===== config.mk =====
export PLATFORM = sky130hd
export DESIGN_NAME = multicycle_controller
export DESIGN_NICKNAME = d
export VERILOG_FILES = /design/src/rtl/ctrl_pkg.sv /design/src/rtl/multicycle_controller.sv
export SDC_FILE = /design/constraint.sdc
export NUM_CORES = 1
export LEC_CHECK = 0
export CAP_MARGIN = 20
export CORE_ASPECT_RATIO = 0.75
export CORE_UTILIZATION = 30
export DETAILED_ROUTE_END_ITERATION = 7
export GPL_TIMING_DRIVEN = 0
export HOLD_SLACK_MARGIN = 0.02
export PLACE_DENSITY = 0.58
export SETUP_SLACK_MARGIN = 0.05
export SYNTH_ARGS = -nofsm -noshare
export SYNTH_HDL_FRONTEND = slang
export SYNTH_SLANG_ARGS = --single-unit

===== constraint.sdc =====
create_clock -name clk_i -period 1.9 [get_ports clk_i]
set_input_delay 0.19 -clock clk_i [delete_from_list [all_inputs] [get_ports clk_i]]
set_output_delay 0.19 -clock clk_i [all_outputs]
set_load 0.005 [all_outputs]

===== src/rtl/ctrl_pkg.sv =====
// Shared definitions for the multicycle accumulator controller:
// state encoding, opcode values, ALU function codes and the strobe bundle.
package ctrl_pkg;

    typedef enum logic [3:0] {
        ST_IDLE   = 4'd0,
        ST_FETCH  = 4'd1,
        ST_DECODE = 4'd2,
        ST_MEM_RD = 4'd3,
        ST_LDA_WB = 4'd4,
        ST_ALU_WB = 4'd5,
        ST_STA_WR = 4'd6,
        ST_JMP_EX = 4'd7,
        ST_JZ_EX  = 4'd8,
        ST_HALT   = 4'd9
    } state_e;

    // Opcodes live in IR[15:13]
    localparam logic [2:0] OP_LDA = 3'b000;
    localparam logic [2:0] OP_STA = 3'b001;
    localparam logic [2:0] OP_ADD = 3'b010;
    localparam logic [2:0] OP_SUB = 3'b011;
    localparam logic [2:0] OP_AND = 3'b100;
    localparam logic [2:0] OP_JMP = 3'b101;
    localparam logic [2:0] OP_JZ  = 3'b110;
    localparam logic [2:0] OP_HLT = 3'b111;

    // ALU function codes; the datapath ALU must decode exactly these.
    // The zero flag in PASS_A mode reflects A==0.
    localparam logic [1:0] ALU_ADD    = 2'b00;
    localparam logic [1:0] ALU_SUB    = 2'b01;
    localparam logic [1:0] ALU_AND    = 2'b10;
    localparam logic [1:0] ALU_PASS_A = 2'b11;

    // Every datapath control strobe, grouped so the output decoder can
    // clear them all with a single default.
    typedef struct packed {
        logic       pc_write_cond;
        logic       pc_write;
        logic       i_or_d;
        logic       mem_read;
        logic       mem_write;
        logic       ir_write;
        logic       mem_to_acc;
        logic       acc_write;
        logic       alu_src_a;
        logic       alu_src_b;
        logic       pc_src;
        logic [1:0] alu_func;
    } ctrl_s;

    // Arithmetic opcodes map onto their ALU function; anything else adds.
    function automatic logic [1:0] alu_func_for(input logic [2:0] op);
        logic [1:0] f;
        f = ALU_ADD;
        case (op)
            OP_SUB:  f = ALU_SUB;
            OP_AND:  f = ALU_AND;
            default: f = ALU_ADD;
        endcase
        return f;
    endfunction

endpackage


===== src/rtl/multicycle_controller.sv =====
// Sequencing FSM for the 16-bit accumulator datapath. One state per clock,
// Moore outputs, run/idle gating, a terminal HALT and a retired-instruction
// counter that wraps silently.
module multicycle_controller
    import ctrl_pkg::*;
#(
    parameter int CNT_W = 16
) (
    input  logic             clk_i,
    input  logic             rst_ni,
    input  logic             run_i,
    input  logic [2:0]       opcode_i,
    output logic             PCWriteCond_o,
    output logic             PCWrite_o,
    output logic             IorD_o,
    output logic             memRead_o,
    output logic             memWrite_o,
    output logic             IRWrite_o,
    output logic             memToAcc_o,
    output logic             accWrite_o,
    output logic             ALUSrcA_o,
    output logic             ALUSrcB_o,
    output logic             PCSrc_o,
    output logic [1:0]       ALUFunc_o,
    output logic             busy_o,
    output logic             halted_o,
    output logic [CNT_W-1:0] instr_count_o
);

    state_e           state_q, state_d;
    logic [CNT_W-1:0] count_q, count_d;
    ctrl_s            ctrl;

    // State and retire counter; reset may land at any point mid-instruction
    always_ff @(posedge clk_i or negedge rst_ni) begin
        if (!rst_ni) begin
            state_q <= ST_IDLE;
            count_q <= '0;
        end else begin
            state_q <= state_d;
            count_q <= count_d;
        end
    end

    // Next state and retire: every final state bumps the count as it is left
    always_comb begin
        state_d = state_q;
        count_d = count_q;
        case (state_q)
            ST_IDLE: begin
                if (run_i) state_d = ST_FETCH;
            end
            ST_FETCH: begin
                state_d = ST_DECODE;
            end
            ST_DECODE: begin
                case (opcode_i)
                    OP_LDA, OP_ADD, OP_SUB, OP_AND: state_d = ST_MEM_RD;
                    OP_STA:  state_d = ST_STA_WR;
                    OP_JMP:  state_d = ST_JMP_EX;
                    OP_JZ:   state_d = ST_JZ_EX;
                    default: begin
                        // HLT retires as it enters HALT
                        state_d = ST_HALT;
                        count_d = count_q + CNT_W'(1);
                    end
                endcase
            end
            ST_MEM_RD: begin
                state_d = (opcode_i == OP_LDA) ? ST_LDA_WB : ST_ALU_WB;
            end
            ST_LDA_WB, ST_ALU_WB, ST_STA_WR, ST_JMP_EX, ST_JZ_EX: begin
                count_d = count_q + CNT_W'(1);
                state_d = run_i ? ST_FETCH : ST_IDLE;
            end
            ST_HALT: begin
                state_d = ST_HALT;
            end
            default: begin
                state_d = ST_IDLE;
            end
        endcase
    end

    // Moore strobe decode; opcode only steers the ALU function in ALU_WB
    always_comb begin
        ctrl     = '0;
        busy_o   = 1'b1;
        halted_o = 1'b0;
        case (state_q)
            ST_IDLE: begin
                busy_o = 1'b0;
            end
            ST_FETCH: begin
                // IR <= mem[PC] and PC <= PC + 1 in the same cycle
                ctrl.mem_read  = 1'b1;
                ctrl.ir_write  = 1'b1;
                ctrl.alu_src_b = 1'b1;
                ctrl.alu_func  = ALU_ADD;
                ctrl.pc_write  = 1'b1;
            end
            ST_DECODE: begin
            end
            ST_MEM_RD: begin
                ctrl.i_or_d   = 1'b1;
                ctrl.mem_read = 1'b1;
            end
            ST_LDA_WB: begin
                ctrl.mem_to_acc = 1'b1;
                ctrl.acc_write  = 1'b1;
            end
            ST_ALU_WB: begin
                ctrl.alu_src_a = 1'b1;
                ctrl.acc_write = 1'b1;
                ctrl.alu_func  = alu_func_for(opcode_i);
            end
            ST_STA_WR: begin
                ctrl.i_or_d    = 1'b1;
                ctrl.mem_write = 1'b1;
            end
            ST_JMP_EX: begin
                ctrl.pc_src   = 1'b1;
                ctrl.pc_write = 1'b1;
            end
            ST_JZ_EX: begin
                // Branch resolves in the datapath from ACC==0
                ctrl.alu_src_a     = 1'b1;
                ctrl.alu_func      = ALU_PASS_A;
                ctrl.pc_src        = 1'b1;
                ctrl.pc_write_cond = 1'b1;
            end
            ST_HALT: begin
                busy_o   = 1'b0;
                halted_o = 1'b1;
            end
            default: begin
                busy_o = 1'b0;
            end
        endcase
    end

    assign PCWriteCond_o = ctrl.pc_write_cond;
    assign PCWrite_o     = ctrl.pc_write;
    assign IorD_o        = ctrl.i_or_d;
    assign memRead_o     = ctrl.mem_read;
    assign memWrite_o    = ctrl.mem_write;
    assign IRWrite_o     = ctrl.ir_write;
    assign memToAcc_o    = ctrl.mem_to_acc;
    assign accWrite_o    = ctrl.acc_write;
    assign ALUSrcA_o     = ctrl.alu_src_a;
    assign ALUSrcB_o     = ctrl.alu_src_b;
    assign PCSrc_o       = ctrl.pc_src;
    assign ALUFunc_o     = ctrl.alu_func;
    assign instr_count_o = count_q;

endmodule


# == Yosys cells after proc, flatten, opt, wreduce, memory -nomap -nowiden ==
# Index checks and enable logic that the tools add are counted.
# word_totals
ff_bits,20
latch_bits,0
ram_bits,0
romBits,0
out_inout_bits,31
elab_cells,55
memories,0
# op_classes
n_addsub,1
n_mul,0
div,0
order_cmp,0
eq_ne,17
shift,0
mux,21
n_bitwise,0
reduce_logical,14
# op_table
operator,count
$pmux W16 S2,1
$pmux W4 S6,1
$add A16 B1 Y16 const B,1
$eq A4 B3 Y1 const B,4
$mux W16,1
$pmux W4 S4,1
$mux W1,14
$reduce_or A2 Y1,6
$eq A3 B3 Y1 const B,3
$eq A4 B2 Y1 const B,2
$eq A4 B4 Y1 const B,2
$pmux W2 S2,2
$reduce_or A8 Y1,1
$reduce_or A7 Y1,1
$eq A3 B2 Y1 const B,2
$reduce_or A5 Y1,1
$eq A4 B1 Y1 const B,1
$logic_not A4 Y1,1
$mux W4,1
$ne A2 B2 Y1 const B,2
$reduce_or A4 Y1,1
$eq A3 B1 Y1 const B,1
$logic_not A3 Y1,1
$reduce_and A2 Y1,1
$reduce_bool A2 Y1,1

# == Longest topological paths before layout ==
# depth
ltp_word,4
mapped_depth,7

# == Worst setup path after synthesis ==
# Ideal clock, no wire load.
# synth_timing
path_type,register -> register
start,register state_q[2]
end,"register count_q[12], in the netlist instr_count_o[12]"
setup_ps,123
arrival_ps,1706
required_ps,1777
slack_ps,70
path_stages_with_launch,8
path_buffers,2
period_less_slack_ps,1830
path_cell_list,dfrtp_1 clkbuf_1 or4b_4 o211ai_4 and2_1 buf_4 nand4_1 xnor2_1
# synth_via
elab_chain_cells,4
elab_cells_between_ends,11
cone_classes,eq/ne: 7; mux: 1; reduce/logical: 3
# synth_lines
element,line,rtl
"start, declared",multicycle_controller.sv:30,"state_e state_q, state_d;"
"start signal, assigned",multicycle_controller.sv:40,state_q <= state_d;
$eq A4 B3 Y1 / $eq A4 B4 Y1 (equally long branches),multicycle_controller.sv:49,case (state_q)
$reduce_or A5 Y1,multicycle_controller.sv:49,
$reduce_bool A2 Y1 (no line),n/a,
$reduce_and A2 Y1 (no line),n/a,
"end signal, assigned",multicycle_controller.sv:41,count_q <= count_d;
"end, declared",multicycle_controller.sv:31,"logic [CNT_W-1:0] count_q, count_d;"
# Parallel ways exist; a longest one is shown, timed or not.
# A chain may end at the register's enable or synchronous reset.

# == Worst setup path in the final report ==
# layout_timing
start,register state_q[0]
end,"register count_q[9], in the netlist instr_count_o[9]"
# Same word-level chain as after synthesis.

==> metrics.md <==
| Metric | Value |
|---|---|
| Critical-path top delay cell | or4b_4 |
| Clk_skew | between 3 and 4 ps |
| CP startpoint kind | register |
| CTS tree | done |
| CP peak stage delay | 550 ps |
| Fin. Hold Viols | 0 |
| Overall Global Routing Usage | 15.2% |
| First-pass GRT wire length | approximately 4.7 mm |
| Leading area contributor after synthesis | dfrtp_1 |
| Most common cell after layout, fill and taps aside | clkdlybuf4s50_1 |
| Synth cell types | 38 |
| Clk Latency, worst-skew pair | 250 ps |
| Pleak | ~0.85 nW |
| Routed vias/inst | 4.74 |
| Worst Tran Pin Value | just under 900 ps |
| Buffer and inverter count on the worst path | 2 |
| Req. time, crit path | 2080 ps |
| Comb power frac | between 50% and 60% |
| I/O Pins | 37 |
| Net Sw Frac | a little over a third |
| FF+latch count, synth | 20 |
| Residual DRC count | 2 |
| Post-Layout Cell Count | 224 |
| Fin crit share | 106% |
| MaxCap Viol Count | 0 |
| Most frequent cells in the layout | clkdlybuf4s50_1 (21), dfrtp_1 (19), nand2_1 (13), buf_4 (12), xnor2_1 (11) |
| Layout area overhead | 61.0% |
| Minimum clock period | approximately 2000 ps |
| Largest net degree at the start of global routing | 21 |
| CP arrival | around 2200 ps |
| Internal Power | around 1.4 mW |
| Post-synth net total | 127 |
| Via Count | 1062 |
| Syn avg cell area | about 9.6 sq um |
| CP delay by family, top | simple AND/OR/NAND/NOR gates |
| Final Max Tran Viols | 0 |
| Crit Path Class | register to register |
| Setup crit end kind | register |
| # H-tree levels | 1 |
| CTS Buf Count | 3 |
| CTS clk-pin slew, worst paths | around 70 ps |
| I/O Buffers | 36 |
| Initial core utilization | around a third |
| Initial antenna violation count | 0 |
| CTS Buffer Depth | 2 |
| Die extent in y | approximately 56 microns |
| Placement Rows | 19 |
| Min setup slack post-route | -107 ps |
| Maximum VDD drop | around 0.48 mV |
| Final Util | 50.4% |
| Sink Count | 20 |
| Post-synth EDFFs | 0 |
| Setup Viol. Count Final | 14 |
| Fillers | about 350 |
| Antenna Nets Post-Route | 0 |
| Die area | around 4000 sq um |
| Max-slew headroom | between 40 and 50% |
| Crit-path max FO | 5 |
| Yosys top cell area share | a little over two fifths |
| CTS root buf | clkbuf_8 |
| Synth Flop Type | dfrtp_1 |
| HP Class | input port to async pin |
| Worst Hold Slack | between 400 and 500 ps |
| P_sw | around 0.83 mW |
| Post-DP HPWL | 1.98 mm |
| Cells after Synth | 120 |
| Drt wl/cell | 13.3 microns |
| RePlAce Congestion | about 0.76 |
| Routed wire length | between 2 and 3 mm |
| Clock power share | 11.7% |
| Reg power frac | 28.6% |
| Die width | roughly 73 microns |
| Failing checks | DRC, setup timing |
| Overflow after GRT | 0 |
| Synth area leaders | dfrtp_1 (44%), xnor2_1 (8.4%), nand2_1 (5.6%), nor2_1 (3.3%), xor2_1 (3.1%) |
| Total power | about 2.3 mW |
| CP cell instances | buf_6 > or4b_4 > buf_6 > o211ai_4 > and3_4 > and3_4 > xor2_2 |
| Iter 0 DRT Violations | between 40 and 50 |
| Run status | finished, violations left |
| Share of flip-flops with an asynchronous set or reset | between 90% and 100% |
| # nets final | roughly 180 |
| N_diodes | 0 |
| Netlist Area Pre-Place | around 1100 sq um |
| Cell Pwr Density | 1220 nW/um^2 |
| RSZ-0062 raised after global routing | yes |
| Core ar. | ~3700 sq um |
| Sequential share of the synthesized area | between 40% and 50% |
| DP Cell Count | between 200 and 250 |
| Layout cells sized above 1 | around a third |
| Yosys warning total | 0 |
| Router iterations before antenna repair | 6 |
| Max Freq | about 0.50 GHz |
| Vias in the first global route | around 1000 |
## what timing repair did
action	in CTS	in global routing
gates cloned	0	0
pin swaps	7	9
hold buffers	0	0
gates resized for setup	49	30
setup endpoints to repair	29	26
setup buffers	10	4
## final timing paths
kind,startpoint,depth (start not counted),to,slack [ps]
min,rst_ni,1,instr_count_o[9]$_DFFE_PN0P_,440
max,state_q[0]$_DFFE_PN0P_,7,instr_count_o[9]$_DFFE_PN0P_,-110
min reg2reg,instr_count_o[15]$_DFFE_PN0P_,1,instr_count_o[15]$_DFFE_PN0P_,470
max reg2reg,state_q[0]$_DFFE_PN0P_,7,instr_count_o[9]$_DFFE_PN0P_,-110
max in group asynchronous,rst_ni,1,state_q[1]$_DFFE_PN0P_,850
min in group clk_i,instr_count_o[15]$_DFFE_PN0P_,1,instr_count_o[15]$_DFFE_PN0P_,470
## flip-flops by register name (all words and copies together) (netlist names)
register	cells
instr_count_o	16
state_q	4
## routing by layer
metal	track usage (%)	vias to the layer above	share of wire [%]	wire length, microns
li1	-	521	-	-
met1	21.0	525	47	1410
met2	24.3	14	50	1500
met3	4.01	2	2.2	67
met4	2.47	0	0.50	15
met5	0	-	0	0
## cells in the mapped netlist, drive strengths merged (3+ instances only)
cell	n
dfrtp	20
nand2	17
xnor2	11
nor2	10
nand3	5
xor2	5
nand2b	4
nand4	4
nor3	4
a21oi	3
and3	3
buf	3
clkbuf	3
inv	3
## metrics by stage
stage | area, sq um | setup WS, ps | TNS, ps
global placement | 1570 | -282 | -1870
finish | 1850 | -107 | -719
floorplan | 1150 | 70.4 | 0
detailed placement | 1570 | -320 | -2130
CTS | 1780 | -64.9 | -392
global route | 1850 | -153 | -1760
## layout make-up
type | instances | area [sq um] | share of cell area (%)
Tap cell | 52 | 65.1 | 3.52
Clock buffer | 3 | 41.3 | 2.24
Multi-Input combinational cell | 91 | 706 | 38.2
Inverter | 3 | 15.0 | 0.813
Buffer | 5 | 55.1 | 2.98
Sequential cell | 20 | 502 | 27.2
Timing Repair Buffer | 50 | 463 | 25.1
## power groups by stage
stage | combinational [mW] | clock, mW | sequential [mW]
floorplan | 0.550 | 0 | 0.613
global placement | 0.982 | 0 | 0.629
detailed placement | 0.990 | 0 | 0.631
CTS | 1.21 | 0.276 | 0.634
global route | 1.44 | 0.293 | 0.663
finish | 1.34 | 0.265 | 0.645
## cells by family after synthesis
logic type	Yosys count	share of synthesized area, %
xor+xnor	16	12.9
simple gates	58	27.3
buf+inv	9	3.60
flops	20	43.6
mux	1	0.981
compound gates	15	10.6
fa+ha+maj	1	1.09
Power figures use the tool's default switching activity.
